===== config.mk =====
export PLATFORM = sky130hd
export DESIGN_NAME = tlk_irq_sched
export DESIGN_NICKNAME = d
export VERILOG_FILES = /design/src/rtl/tlk_irq_pkg.sv /design/src/rtl/tlk_irq_fifo.sv /design/src/rtl/tlk_irq_sched.sv
export SDC_FILE = /design/constraint.sdc
export NUM_CORES = 1
export LEC_CHECK = 0
export ABC_CLOCK_PERIOD_IN_PS = 17200
export BUFFER_PORTS_ARGS = -buffer_cell sky130_fd_sc_hd__buf_2
export CAP_MARGIN = 0
export CORE_MARGIN = 2
export CORE_UTILIZATION = 45
export CTS_BUF_LIST = sky130_fd_sc_hd__clkbuf_8
export CTS_CLUSTER_DIAMETER = 80
export DETAILED_ROUTE_END_ITERATION = 6
export PLACE_DENSITY = 0.6
export SLEW_MARGIN = 20
export SYNTH_ARGS = -nofsm -noshare
export SYNTH_HDL_FRONTEND = slang
export SYNTH_SLANG_ARGS = --single-unit

===== constraint.sdc =====
create_clock -name clk -period 17.2 [get_ports clk]
set_clock_uncertainty 0.2 [all_clocks]
set_input_delay 2.58 -clock clk [delete_from_list [all_inputs] [get_ports clk]]
set_output_delay 2.58 -clock clk [all_outputs]
set_load 0.02 [all_outputs]

===== src/rtl/tlk_irq_pkg.sv =====
// ----------------------------------------------------------------------------
// tlk_irq_pkg
// Shared definitions for the TLK interrupt scheduler: message width, type
// codes, CPU register addresses, source/FSM enumerations and helpers that
// build the 64-bit messages.
// ----------------------------------------------------------------------------
package tlk_irq_pkg;

   localparam int MSG_W = 64;

   typedef logic [MSG_W-1:0] msg_t;

   localparam logic [3:0]  TYPE_TX      = 4'd1;
   localparam logic [3:0]  TYPE_RX      = 4'd2;
   localparam logic [3:0]  TYPE_LOSS    = 4'd3;

   localparam logic [15:0] ADDR_MSG     = 16'h0100;
   localparam logic [15:0] ADDR_STATUS  = 16'h0108;

   localparam logic [15:0] TX_SIGNATURE = 16'h5aa5;

   // Event sources; the value doubles as the bit index into the slot vectors.
   typedef enum logic [1:0] {
      SRC_TX   = 2'd0,
      SRC_RX   = 2'd1,
      SRC_LOSS = 2'd2
   } src_e;

   typedef enum logic [1:0] {
      ST_IDLE    = 2'd0,
      ST_PRESENT = 2'd1,
      ST_GAP     = 2'd2
   } state_e;

   function automatic msg_t make_tx_msg();
      return {TYPE_TX, 44'h0, TX_SIGNATURE};
   endfunction

   function automatic msg_t make_rx_msg(input logic [15:0] frame_num,
                                        input logic [15:0] frame_length);
      return {TYPE_RX, 28'h0, frame_num, frame_length};
   endfunction

   function automatic msg_t make_loss_msg(input logic fifo_status,
                                          input logic sync_loss,
                                          input logic link_loss);
      return {TYPE_LOSS, 57'h0, fifo_status, sync_loss, link_loss};
   endfunction

endpackage


===== src/rtl/tlk_irq_fifo.sv =====
// ----------------------------------------------------------------------------
// tlk_irq_fifo
// Synchronous first-word-fall-through FIFO of MSG_W x DEPTH messages.
//   clk, rst   : clock, synchronous active-high reset
//   push/wdata : write request and data (ignored when full)
//   pop        : remove head (ignored when empty)
//   head       : current head entry, valid whenever empty is low
//   full/empty : status flags
//   count      : occupancy, 0..DEPTH
// ----------------------------------------------------------------------------
module tlk_irq_fifo
   import tlk_irq_pkg::*;
#(
   parameter int DEPTH = 8
) (
   input  logic                     clk,
   input  logic                     rst,
   input  logic                     push,
   input  msg_t                     wdata,
   input  logic                     pop,
   output msg_t                     head,
   output logic                     full,
   output logic                     empty,
   output logic [$clog2(DEPTH):0]   count
);

   localparam int PTR_W = $clog2(DEPTH);
   localparam logic [PTR_W:0] FULL_COUNT = (PTR_W+1)'(DEPTH);

   msg_t             mem [DEPTH];
   logic [PTR_W-1:0] wr_ptr;
   logic [PTR_W-1:0] rd_ptr;
   logic             do_push;
   logic             do_pop;

   assign full    = (count == FULL_COUNT);
   assign empty   = (count == '0);
   assign do_push = push && !full && !rst;
   assign do_pop  = pop  && !empty;
   assign head    = mem[rd_ptr];

   // Pointers wrap naturally because DEPTH is a power of two.
   always_ff @(posedge clk) begin
      if (rst) begin
         wr_ptr <= '0;
         rd_ptr <= '0;
         count  <= '0;
      end else begin
         if (do_push) wr_ptr <= wr_ptr + PTR_W'(1);
         if (do_pop)  rd_ptr <= rd_ptr + PTR_W'(1);
         case ({do_push, do_pop})
            2'b10:   count <= count + (PTR_W+1)'(1);
            2'b01:   count <= count - (PTR_W+1)'(1);
            default: count <= count;
         endcase
      end
   end

   // NOTE: the storage array is deliberately not reset; entries are only
   // ever read when count says they were written, and leaving the reset off
   // lets the array map onto plain RAM.
   always_ff @(posedge clk) begin
      if (do_push) mem[wr_ptr] <= wdata;
   end

endmodule


===== src/rtl/tlk_irq_sched.sv =====
// ----------------------------------------------------------------------------
// tlk_irq_sched
// Collects tx / rx / loss event pulses into one-entry capture slots, moves
// them round-robin into a message FIFO, and presents the head message to the
// CPU through a level interrupt with a fixed low gap between messages.
//   clk, rst                        : clock, synchronous active-high reset
//   i_tx/rx/loss_interrupt          : single-cycle event pulses
//   i_rx_frame_length/_num          : rx payload, valid with i_rx_interrupt
//   i_rx_fifo_status, i_sync_loss,
//   i_link_loss                     : loss payload, valid with i_loss_interrupt
//   i_reg_ren/i_reg_raddr           : CPU read strobe / address
//   i_reg_wen/i_reg_waddr           : CPU write strobe / address
//   o_reg_rdata                     : read data, one cycle after the strobe
//   o_irq                           : level interrupt, high while a message
//                                     is presented
//   o_drop                          : sticky drop flags {loss, rx, tx}
// ----------------------------------------------------------------------------
module tlk_irq_sched
   import tlk_irq_pkg::*;
#(
   parameter int FIFO_DEPTH = 8,
   parameter int IRQ_GAP    = 4
) (
   input  logic              clk,
   input  logic              rst,
   input  logic              i_tx_interrupt,
   input  logic              i_rx_interrupt,
   input  logic              i_loss_interrupt,
   input  logic [15:0]       i_rx_frame_length,
   input  logic [15:0]       i_rx_frame_num,
   input  logic              i_rx_fifo_status,
   input  logic              i_sync_loss,
   input  logic              i_link_loss,
   input  logic              i_reg_ren,
   input  logic [15:0]       i_reg_raddr,
   input  logic              i_reg_wen,
   input  logic [15:0]       i_reg_waddr,
   output logic [MSG_W-1:0]  o_reg_rdata,
   output logic              o_irq,
   output logic [2:0]        o_drop
);

   localparam int CNT_W = $clog2(FIFO_DEPTH) + 1;
   localparam int GAP_W = $clog2(IRQ_GAP + 1);

   // ---------------------------------------------------------------- slots
   logic [2:0]  evt;
   msg_t        new_msg  [3];
   msg_t        slot_msg [3];
   logic [2:0]  slot_valid;
   logic [2:0]  grant;
   logic [1:0]  grant_idx;
   logic [2:0]  drop_new;
   logic [2:0]  rr_sum;
   logic [1:0]  cand;
   src_e        rr_ptr;
   src_e        rr_next;

   // FIFO interface
   logic              fifo_push;
   msg_t              fifo_wdata;
   logic              fifo_pop;
   msg_t              fifo_head;
   logic              fifo_full;
   logic              fifo_empty;
   logic [CNT_W-1:0]  fifo_count;

   // FSM
   state_e            state;
   logic [GAP_W-1:0]  gap_cnt;
   logic              drop_clr;

   assign evt        = {i_loss_interrupt, i_rx_interrupt, i_tx_interrupt};
   assign new_msg[0] = make_tx_msg();
   assign new_msg[1] = make_rx_msg(i_rx_frame_num, i_rx_frame_length);
   assign new_msg[2] = make_loss_msg(i_rx_fifo_status, i_sync_loss, i_link_loss);

   // Round-robin search starting at rr_ptr; the first pending slot wins,
   // and nothing is granted while the FIFO is full.
   // NOTE: every variable written here gets a default before any branch so
   // no path leaves it unassigned, which would otherwise infer a latch.
   always_comb begin
      grant     = '0;
      grant_idx = 2'd0;
      rr_sum    = '0;
      cand      = 2'd0;
      rr_next   = rr_ptr;
      for (int k = 0; k < 3; k++) begin
         // NOTE: blocking assignments here because each iteration must see the
         // previous iteration's result within the same evaluation.
         rr_sum = {1'b0, rr_ptr} + 3'(k);
         if (rr_sum >= 3'd3) rr_sum = rr_sum - 3'd3;
         cand = rr_sum[1:0];
         if ((grant == '0) && slot_valid[cand] && !fifo_full) begin
            grant[cand] = 1'b1;
            grant_idx   = cand;
         end
      end
      if (grant != '0) begin
         case (grant_idx)
            2'd0:    rr_next = SRC_RX;
            2'd1:    rr_next = SRC_LOSS;
            default: rr_next = SRC_TX;
         endcase
      end
   end

   assign fifo_push  = (grant != '0);
   assign fifo_wdata = slot_msg[grant_idx];

   // An event hitting a slot that is pending and not draining this cycle is lost.
   assign drop_new   = evt & slot_valid & ~grant;

   always_ff @(posedge clk) begin
      if (rst) begin
         slot_valid <= '0;
         rr_ptr     <= SRC_TX;
      end else begin
         rr_ptr <= rr_next;
         for (int i = 0; i < 3; i++) begin
            if (grant[i]) begin
               // Draining slot may be refilled by an event in the same cycle.
               slot_valid[i] <= evt[i];
               if (evt[i]) slot_msg[i] <= new_msg[i];
            end else if (evt[i] && !slot_valid[i]) begin
               slot_valid[i] <= 1'b1;
               slot_msg[i]   <= new_msg[i];
            end
         end
      end
   end

   // ---------------------------------------------------------------- FIFO
   tlk_irq_fifo #(
      .DEPTH (FIFO_DEPTH)
   ) u_fifo (
      .clk   (clk),
      .rst   (rst),
      .push  (fifo_push),
      .wdata (fifo_wdata),
      .pop   (fifo_pop),
      .head  (fifo_head),
      .full  (fifo_full),
      .empty (fifo_empty),
      .count (fifo_count)
   );

   // Only a message-register read while a message is presented consumes it.
   assign fifo_pop = i_reg_ren && (i_reg_raddr == ADDR_MSG) && (state == ST_PRESENT);

   // ---------------------------------------------------------------- FSM
   always_ff @(posedge clk) begin
      if (rst) begin
         state   <= ST_IDLE;
         o_irq   <= 1'b0;
         gap_cnt <= '0;
      end else begin
         case (state)
            ST_IDLE: begin
               if (!fifo_empty) begin
                  state <= ST_PRESENT;
                  o_irq <= 1'b1;
               end
            end
            ST_PRESENT: begin
               if (fifo_pop) begin
                  state   <= ST_GAP;
                  o_irq   <= 1'b0;
                  gap_cnt <= GAP_W'(IRQ_GAP - 1);
               end
            end
            ST_GAP: begin
               if (gap_cnt == '0) begin
                  if (!fifo_empty) begin
                     state <= ST_PRESENT;
                     o_irq <= 1'b1;
                  end else begin
                     state <= ST_IDLE;
                  end
               end else begin
                  gap_cnt <= gap_cnt - GAP_W'(1);
               end
            end
            default: begin
               state <= ST_IDLE;
               o_irq <= 1'b0;
            end
         endcase
      end
   end

   // ---------------------------------------------------------------- CPU regs
   assign drop_clr = i_reg_wen && (i_reg_waddr == ADDR_MSG);

   // A drop in the same cycle as the clear survives it.
   always_ff @(posedge clk) begin
      if (rst) begin
         o_drop <= '0;
      end else begin
         o_drop <= (drop_clr ? 3'b000 : o_drop) | drop_new;
      end
   end

   always_ff @(posedge clk) begin
      if (rst) begin
         o_reg_rdata <= '0;
      end else if (i_reg_ren) begin
         case (i_reg_raddr)
            ADDR_MSG:    o_reg_rdata <= (state == ST_PRESENT) ? fifo_head : '0;
            ADDR_STATUS: o_reg_rdata <= {o_drop, 45'h0, 16'(fifo_count)};
            default:     o_reg_rdata <= '0;
         endcase
      end
   end

endmodule


Yosys cells after proc, flatten, opt, wreduce, memory -nomap -nowiden
Memory sizes are Yosys's and may differ from the RTL's. A register that Yosys moved wholly into a read port is not among the register bits.
Index checks and enable logic that the tools add are counted.

storage, ports and cells
  input port bits = 74
  flip-flop bits (word level) = 88
  bits in writable memories = 614
  output and inout bits = 68
  memories = 2

memory list
  name        depth  width  read ports  clocked after Yosys merged registers in  wr ports  RTL line             source
  u_fifo.mem  8      64     1           1                                        1         tlk_irq_fifo.sv:30   msg_t mem [DEPTH];
  slot_msg    3      34     1           0                                        3         tlk_irq_sched.sv:49  msg_t slot_msg [3];

cells by class
  bitwise logic cells = 9
  eq/ne operators = 13
  reduce and logical (&&, ||, !) cells = 38
  $lt $le $gt $ge = 9
  multiplexer cells = 75
  add/sub/neg operators = 10

operators with widths
  cell                                                                count
  one-hot mux 64 bit (2 select lines)                                 1
  two-way mux 34 bit                                                  3
  two-way mux 64 bit                                                  1
  == test 16 x 9 -> 1 bit (second input constant)                     3
  two-way mux 1 bit                                                   42
  two-way mux 3 bit                                                   8
  two-way mux 2 bit                                                   9
  logical AND 1 bit                                                   17
  nonzero test 2 bit                                                  5
  logical NOT 3 bit                                                   3
  < comparator 2 x 3 -> 1 bit (second input constant)                 3
  OR 3 bit                                                            3
  one-hot mux 4 bit (2 select lines)                                  1
  adder 3 x 1 -> 3 bit (second input constant)                        2
  AND 3 bit                                                           2
  binary-select mux 1 bit (select 2 bit)                              3
  demux 1 bit (select 2 bit)                                          3
  == test 2 x 1 -> 1 bit (second input constant)                      3
  greater-or-equal comparator 2 x 1 -> 1 bit (second input constant)  3
  greater-or-equal comparator 3 x 2 -> 1 bit (second input constant)  2
  logical NOT 1 bit                                                   6
  inequality test 2 bit (second input constant)                       3
  one-hot mux 2 bit (3 select lines)                                  1
  one-hot mux 3 bit (2 select lines)                                  1
  19 further kinds                                                    26

Logic depth before layout (Yosys ltp)
Gate-level depths: netlist of run 1.

  depth in word-level cells = 20
  depth in mapped cells = 16
  depth with buffers taken out = 15

By module
A second synthesis of run 1 with hierarchy kept.

second synthesis, totals
  cell total of the unflattened synthesis = 1242
  area total of the unflattened synthesis = 24418.4 um2

modules (own cells, without submodules)
  module         cells each  instances  area each (um2)  sequential area each (um2)
  tlk_irq_fifo   815         1          19875.3          15635.0
  tlk_irq_sched  427         1          4543.1           2612.5

Worst setup path before layout of run 1
Ideal clock, no wire load.

  path type = in2reg
  from = input rst
  to = memory u_fifo.mem[0][0] (netlist name) (enable)
  buffers on the path = 0
  arrival = 6.385 ns
  path slack = 10.092 ns
  setup time = 0.523 ns
  cell stages on the path = 2
  cell sequence = nor2_1 > nor4b_1

on the way
  word-level cells in the longest chain between the ends = 4

RTL lines
  element                                  RTL line             source
  start: declaration                       tlk_irq_sched.sv:25  input logic rst,
  logical NOT 1 bit                        tlk_irq_fifo.sv:38   assign do_push = push && !full && !rst;
  logical AND 1 bit                        tlk_irq_fifo.sv:38
  two-way mux 1 bit                        tlk_irq_fifo.sv:63   if (do_push) mem[wr_ptr] <= wdata;
  two-way mux 1 bit (not written as such)  tlk_irq_fifo.sv:63
  end: declaration                         tlk_irq_fifo.sv:30

No other way between the ends.

Worst setup path after layout of run 1
  from = input i_reg_ren
  to = register u_fifo.count[2]

on the way
  word-level cells in the longest chain between the ends = 5

RTL lines
  element                                                                   RTL line              source
  start: declaration                                                        tlk_irq_sched.sv:34   input logic i_reg_ren,
  logical AND 1 bit (*) (2 in series)                                       tlk_irq_sched.sv:149  assign fifo_pop = i_reg_ren && (i_reg_raddr == ADDR_MSG) && (state == ST_PRESENT);
  logical AND 1 bit (*)                                                     tlk_irq_fifo.sv:39    assign do_pop = pop && !empty;
  == test 2 x 1 -> 1 bit or == test 2 bit (tied branches)                   tlk_irq_fifo.sv:51    case ({do_push, do_pop})
  one-hot mux 4 bit (2 select lines) or nonzero test 2 bit (tied branches)  n/a
  end signal: assignment                                                    tlk_irq_fifo.sv:52    2'b10: count <= count + (PTR_W+1)'(1);
  end signal: assignment                                                    tlk_irq_fifo.sv:53    2'b01: count <= count - (PTR_W+1)'(1);
  end signal: assignment                                                    tlk_irq_fifo.sv:54    default: count <= count;
  end: declaration                                                          tlk_irq_fifo.sv:24    output logic [$clog2(DEPTH):0] count

Every way passes the cells marked *; elsewhere a longest branch is shown, timed or not.
A chain may end at the register's enable or synchronous reset.

==> results of run 1 <==
metal layers:
| layer | GRT usage | vias up | wire [um] |
|---|---|---|---|
| li1 | - | 3648 | - |
| met1 | 0.245 | 3964 | 13600 |
| met2 | 0.295 | 222 | 14500 |
| met3 | 0.0299 | 42 | 1570 |
| met4 | 0.0463 | 0 | 461 |
| met5 | 0 | - | 0 |
tightest hold or removal path: stages (launching register included):
cell	delay, ps
dfxtp_1	320
nand2_1	60
a21oi_1	50
logic make-up after synthesis:
group           Yosys count
compound gates           98
xor+xnor                  7
fa+ha+maj                11
buf+inv                  85
flops                   370
mux                     106
other cells               1
simple gates            196
layout make-up:
cell class	count	area, um2
clock buffer	66	908
clock inverter	46	279
fill	2733	15500
inverter	13	48.8
multi-input combinational	446	4080
sequential	370	10500
tap	442	553
timing repair buffer	132	708
worst min path at each step:
stage	start	end	slack, ps	depth (start not counted)
after floorplan	gap_cnt[0]	gap_cnt[0]	240	1
after global placement	gap_cnt[0]	gap_cnt[0]	260	1
after detailed placement	gap_cnt[0]	gap_cnt[0]	270	1
after CTS	o_drop[0]	o_drop[0]	280	2
after global routing	o_drop[0]	o_drop[0]	310	2
final	o_drop[0]	o_drop[0]	280	2
placed cells by master, fill, tap and decap left out, drive strengths merged, types with 7 or more instances in the layout:
cell type	Yosys	layout
a21oi	56	56
and2	24	24
buf	44	132
clkbuf	28	66
clkinv	0	19
conb	1	28
dfxtp	63	63
edfxtp	307	307
ha	11	11
inv	13	36
mux2	35	35
mux4	68	68
nand2	16	16
nand3	8	8
nor2	52	52
nor2b	40	40
nor3	9	9
nor4b	9	9
o21a	7	7
o21ai	10	10
state kept, by name, summed over array words and instances (netlist names), named ones only:
signal	cells
rr_ptr	2
slot_valid	3
o_drop	3
slot_msg	35
gap_cnt	3
u_fifo.mem	272
u_fifo.wr_ptr	3
o_reg_rdata	36
u_fifo.rd_ptr	3
o_irq	1
u_fifo.count	4
state	2
report_power, final:
part	total [uW]	internal (uW)	switching, uW	leakage (uW)
sequential	1160	1120	31.1	0.00332
combinational	367	127	239	0.00190
clock	732	398	334	0.000682
metrics by stage:
stage           util  power (uW)  hold slack [ps]
5_1_grt        0.524        2360              315
3_3_place_gp   0.488        1540              260
3_5_place_dp   0.488        1540              272
4_1_cts        0.524        2280              283
6_report       0.524        2250              277
2_1_floorplan      -        1430              243
==> results.md, run 1 <==
- Synth area leader: edfxtp_1
- Slew @ Worst Pin: 896 ps
- Run status: completed
- Required @ worst endpoint: 17510 ps
- Layout cell share with drive strength beyond 1: 0.310
- Slowest-stage cell, CP: buf_2
- Placed Area: 15900 um2
- Final hold viol count: 0
- Largest family of logic cells by synthesized area: multiplexers
- CTS tree: yes
- R2R cell count: 9
- Final net count: 1107
- Die Width: 186 um
- Post-cts sizing count: 0
- Post-synth ARST share: 0
- Setup TNS: 0 ps
- Vias in the first global route: 7915
- Number of port buffers: 113
- IO Count: 142
- Max-cap violations: 0
- Count of distinct cell types in the synthesized netlist: 63
- Post-route insts no fill: 1515
- Top cells by area, synth: edfxtp_1 62%, mux4_2 10%, dfxtp_1 8.5%, mux2_2 2.6%, a21oi_1 1.9%
- Post-detailed-route count of antenna-violating nets: 0
- Largest net degree at the start of global routing: 67
- Setup WS post-layout: 11370 ps
- Routed len/inst: 19.9 um
- Gr ovfl total: 0
- GRT Resource Usage Total: 0.178
- Root Buffer: clkbuf_8
- # clock sinks: 370
- Drt initial violations: 528
- Area growth, synth to finish: 14.9%
- Reg2reg start: rr_ptr[0]
- Final setup vio count: 0
- Area share of the largest cell type after synthesis: 0.621
- Gpl congestion: 0.777
- Setup crit end: u_fifo.count[2]
- Synth warnings: 0
- Clock transition at path regs: 60 ps
- CTS H-tree depth: 2
- Post-synth EDFFs: 307
- Critical Path AT: 6140 ps
- Post-synth top cells: 307 x edfxtp_1, 68 x mux4_2, 63 x dfxtp_1
- RR Endpoint: u_fifo.mem[4][29]
- Antenna cell count: 0
- WS Path Type: input pin to flop
- Family with the most delay on the worst path: simple AND/OR/NAND/NOR gates
- Critical path depth: 13
- Tmin final: 5830 ps
- Setup slack at placement: 10790 ps
- Post-synthesis sequential area ratio: 0.706
- Adder-cell share of the synthesized area: 0.00927
- Hold-fix buffers at CTS: 0
- Total vias in the final route: 7876
- Fmax: 0.172 GHz
- First-pass detailed-route iteration total: 4
- Design Area, Final: 17100 um2
- Postcts setup bufs: 0
- RSZ-0062 raised after global routing: false
- Flop-to-flop setup slack: 12870 ps
- CP Cell Sequence: buf_2 -> nor4b_1 -> nand3_1 -> nor4_4 -> buf_4 -> and2_1 -> ha_1 -> xor2_1 -> ha_1 -> a21oi_1 -> xor2_1 -> or3_1 -> a21oi_1
- Vias/cell: 5.20
- Flops & latches, synth: 370
- Core area: 32500 um2
- Final wirelength: 30.1 mm
- Placed Cells: 1403
- Post-Synth XOR/XNOR Area: 0.00413
- Crit path max fanout: 40
- Most instantiated library cell after synthesis: edfxtp_1
- First-pass GRT wire length: 45.7 mm
- Pleak: 0.00591 uW
- HPWL after detailed placement: 16.5 mm
- Biggest cell delay along the critical path: 670 ps
- Avg Cell Area, Syn: 17.0 um2
- Full die area: 34500 um2
- TritonCTS Buffers: 59
- Mux cell area share after synthesis: 0.132
- P per Cell Area: 132 nW/um2
- Min-Delay Path Class: flop to flop
- DRC: 0
- Clock buffer depth: 3
- Relative slew slack: 0.399
- # rows: 66
- Critical path endpoint category: flop
- Synth Instances: 874
- Mapped Area: 14800 um2
- Setup crit start kind: input pin
- Final period util: 0.339
- Die Y: 186 um
- Peak supply drop: 0.0739 mV
- Post-synthesis simple-gate area fraction: 0.0760
- CP Buf/Inv Count: 2
- Initial Util: 0.456
- Crit path from: i_reg_ren
- Final Slew Violations: 0
- Worst-skew pair later-pin latency: 590 ps
- Synth Area in Compound Gates: 0.0424
- Synth Flop Type: edfxtp_1
- Initial antenna violation count: 0
No activity file was read; power rests on OpenSTA's default activity.
==> run 2, diff against run 1 <==
ABC_CLOCK_PERIOD_IN_PS = 6050   (was 17200)
clock period = 6.05 ns   (was 17.2 ns; I/O delays follow)
==> results.md, run 2 (synthesis gave the netlist of run 1 again) <==
- Peak supply drop: 0.206 mV
- # clock sinks: 370
- Hold-fix buffers at CTS: 0
- Initial Util: 0.456
- Setup WS post-layout: 1770 ps
- Core area: 32500 um2
- WS Path Type: flop to flop
- Biggest cell delay along the critical path: 590 ps
- Final period util: 0.708
- CTS H-tree depth: 2
- TritonCTS Buffers: 59
- Postcts setup bufs: 0
- Slowest-stage cell, CP: a41oi_1
- GRT Resource Usage Total: 0.180
- Final Slew Violations: 0
- Design Area, Final: 17000 um2
- CTS tree: yes
- Routed len/inst: 20.2 um
- Final setup vio count: 0
- Most flops, register: u_fifo.mem
- Max-cap violations: 0
- Tmin final: 4280 ps
- P per Cell Area: 369 nW/um2
- Layout cell share with drive strength beyond 1: 0.309
- Final net count: 1108
- CP Buf/Inv Count: 1
- DRC: 0
- Most frequent CP cell: ha_1
- Post-route insts no fill: 1514
- Crit path max fanout: 14
- Run status: completed
- Total vias in the final route: 7916
- Clock buffer depth: 3
- Root Buffer: clkbuf_8
- Number of port buffers: 113
- Placed Cells: 1404
- Final wirelength: 30.5 mm
- Full die area: 34500 um2
- Min-Delay Path Class: input pin to flop
- Post-cts sizing count: 0
- Vias/cell: 5.23
- Setup TNS: 0 ps
- Total power: 6250 uW
- Slew @ Worst Pin: 962 ps
- Critical Path AT: 4580 ps
- Commonest non-fill, non-tap cell in the layout: edfxtp_1
- Fmax: 0.234 GHz
- Critical path endpoint category: flop
- Gpl congestion: 0.793
- CP Cell Sequence: inv_1 -> ha_1 -> and3b_1 -> nor2b_1 -> o21ai_0 -> a41oi_1 -> nor2_4 -> or2_2 -> ha_1 -> xor2_1 -> ha_1 -> a21oi_1 -> xor2_1 -> or3_1 -> a21oi_1
- First-pass detailed-route iteration total: 4
- Vias in the first global route: 7955
- Gr ovfl total: 0
- Die Y: 186 um
- IO Count: 142
- Required @ worst endpoint: 6350 ps
- Family with the most delay on the worst path: simple AND/OR/NAND/NOR gates
- Final hold viol count: 0
- Initial antenna violation count: 0
- Setup crit start kind: flop
- Largest net degree at the start of global routing: 51
- # rows: 66
- Setup slack at placement: 1740 ps
- Die Width: 186 um
- Post-detailed-route count of antenna-violating nets: 0
- Placed Area: 15900 um2
- Worst-skew pair later-pin latency: 600 ps
- Max reg flops: 272
- Area growth, synth to finish: 14.1%
- Most frequent cells in the layout: 307 x edfxtp_1, 113 x buf_2, 68 x mux4_2
- RSZ-0062 raised after global routing: false
- HPWL after detailed placement: 16.7 mm
- First-pass GRT wire length: 46.3 mm
- Relative slew slack: 0.359
- Antenna cell count: 0
- Pleak: 0.00588 uW
- Clock transition at path regs: 70 ps
- Biggest regs: u_fifo.mem x272, o_reg_rdata x36, slot_msg x35
- Drt initial violations: 484
-- run 2: worst paths after layout --
kind / startpoint / end / slack (ps) / cells past startpoint
setup / recovery: rr_ptr[0] / u_fifo.count[2] / 1770 / 15
hold / removal: i_rx_frame_length[7] / slot_msg[1][7] / 280 / 1
setup reg to reg: rr_ptr[0] / u_fifo.count[2] / 1770 / 15
hold reg to reg: o_drop[0] / o_drop[0] / 290 / 2
-- run 2: where the power goes --
part / switching (uW) / leakage (uW) / internal [uW] / total [uW]
sequential: 87.2 / 0.00332 / 3200 / 3280
clock: 944 / 0.000647 / 978 / 1920
combinational: 683 / 0.00191 / 362 / 1050
total: 1710 / 0.00588 / 4540 / 6250
-- run 2: area by class of cell --
type / count / area [um2]
clock buffer: 61 / 840
clock inverter: 49 / 231
fill: 2751 / 15600
inverter: 13 / 48.8
multi-input combinational: 446 / 4080
sequential: 370 / 10500
tap: 442 / 553
timing repair buffer: 133 / 716
-- run 2: stage by stage --
| stage | utilization | hold slack (ps) |
|---|---|---|
| after floorplan | - | 243 |
| after global placement | 0.488 | 261 |
| after detailed placement | 0.488 | 281 |
| after CTS | 0.521 | 235 |
| after global routing | 0.521 | 239 |
| final | 0.521 | 282 |
-- run 2: routing by layer --
| layer | track usage | vias up | part of all wire |
|---|---|---|---|
| li1 | - | 3648 | - |
| met1 | 0.243 | 3949 | 0.44 |
| met2 | 0.302 | 267 | 0.48 |
| met5 | 0 | - | 0 |
| met3 | 0.0305 | 52 | 0.057 |
| met4 | 0.0539 | 0 | 0.022 |
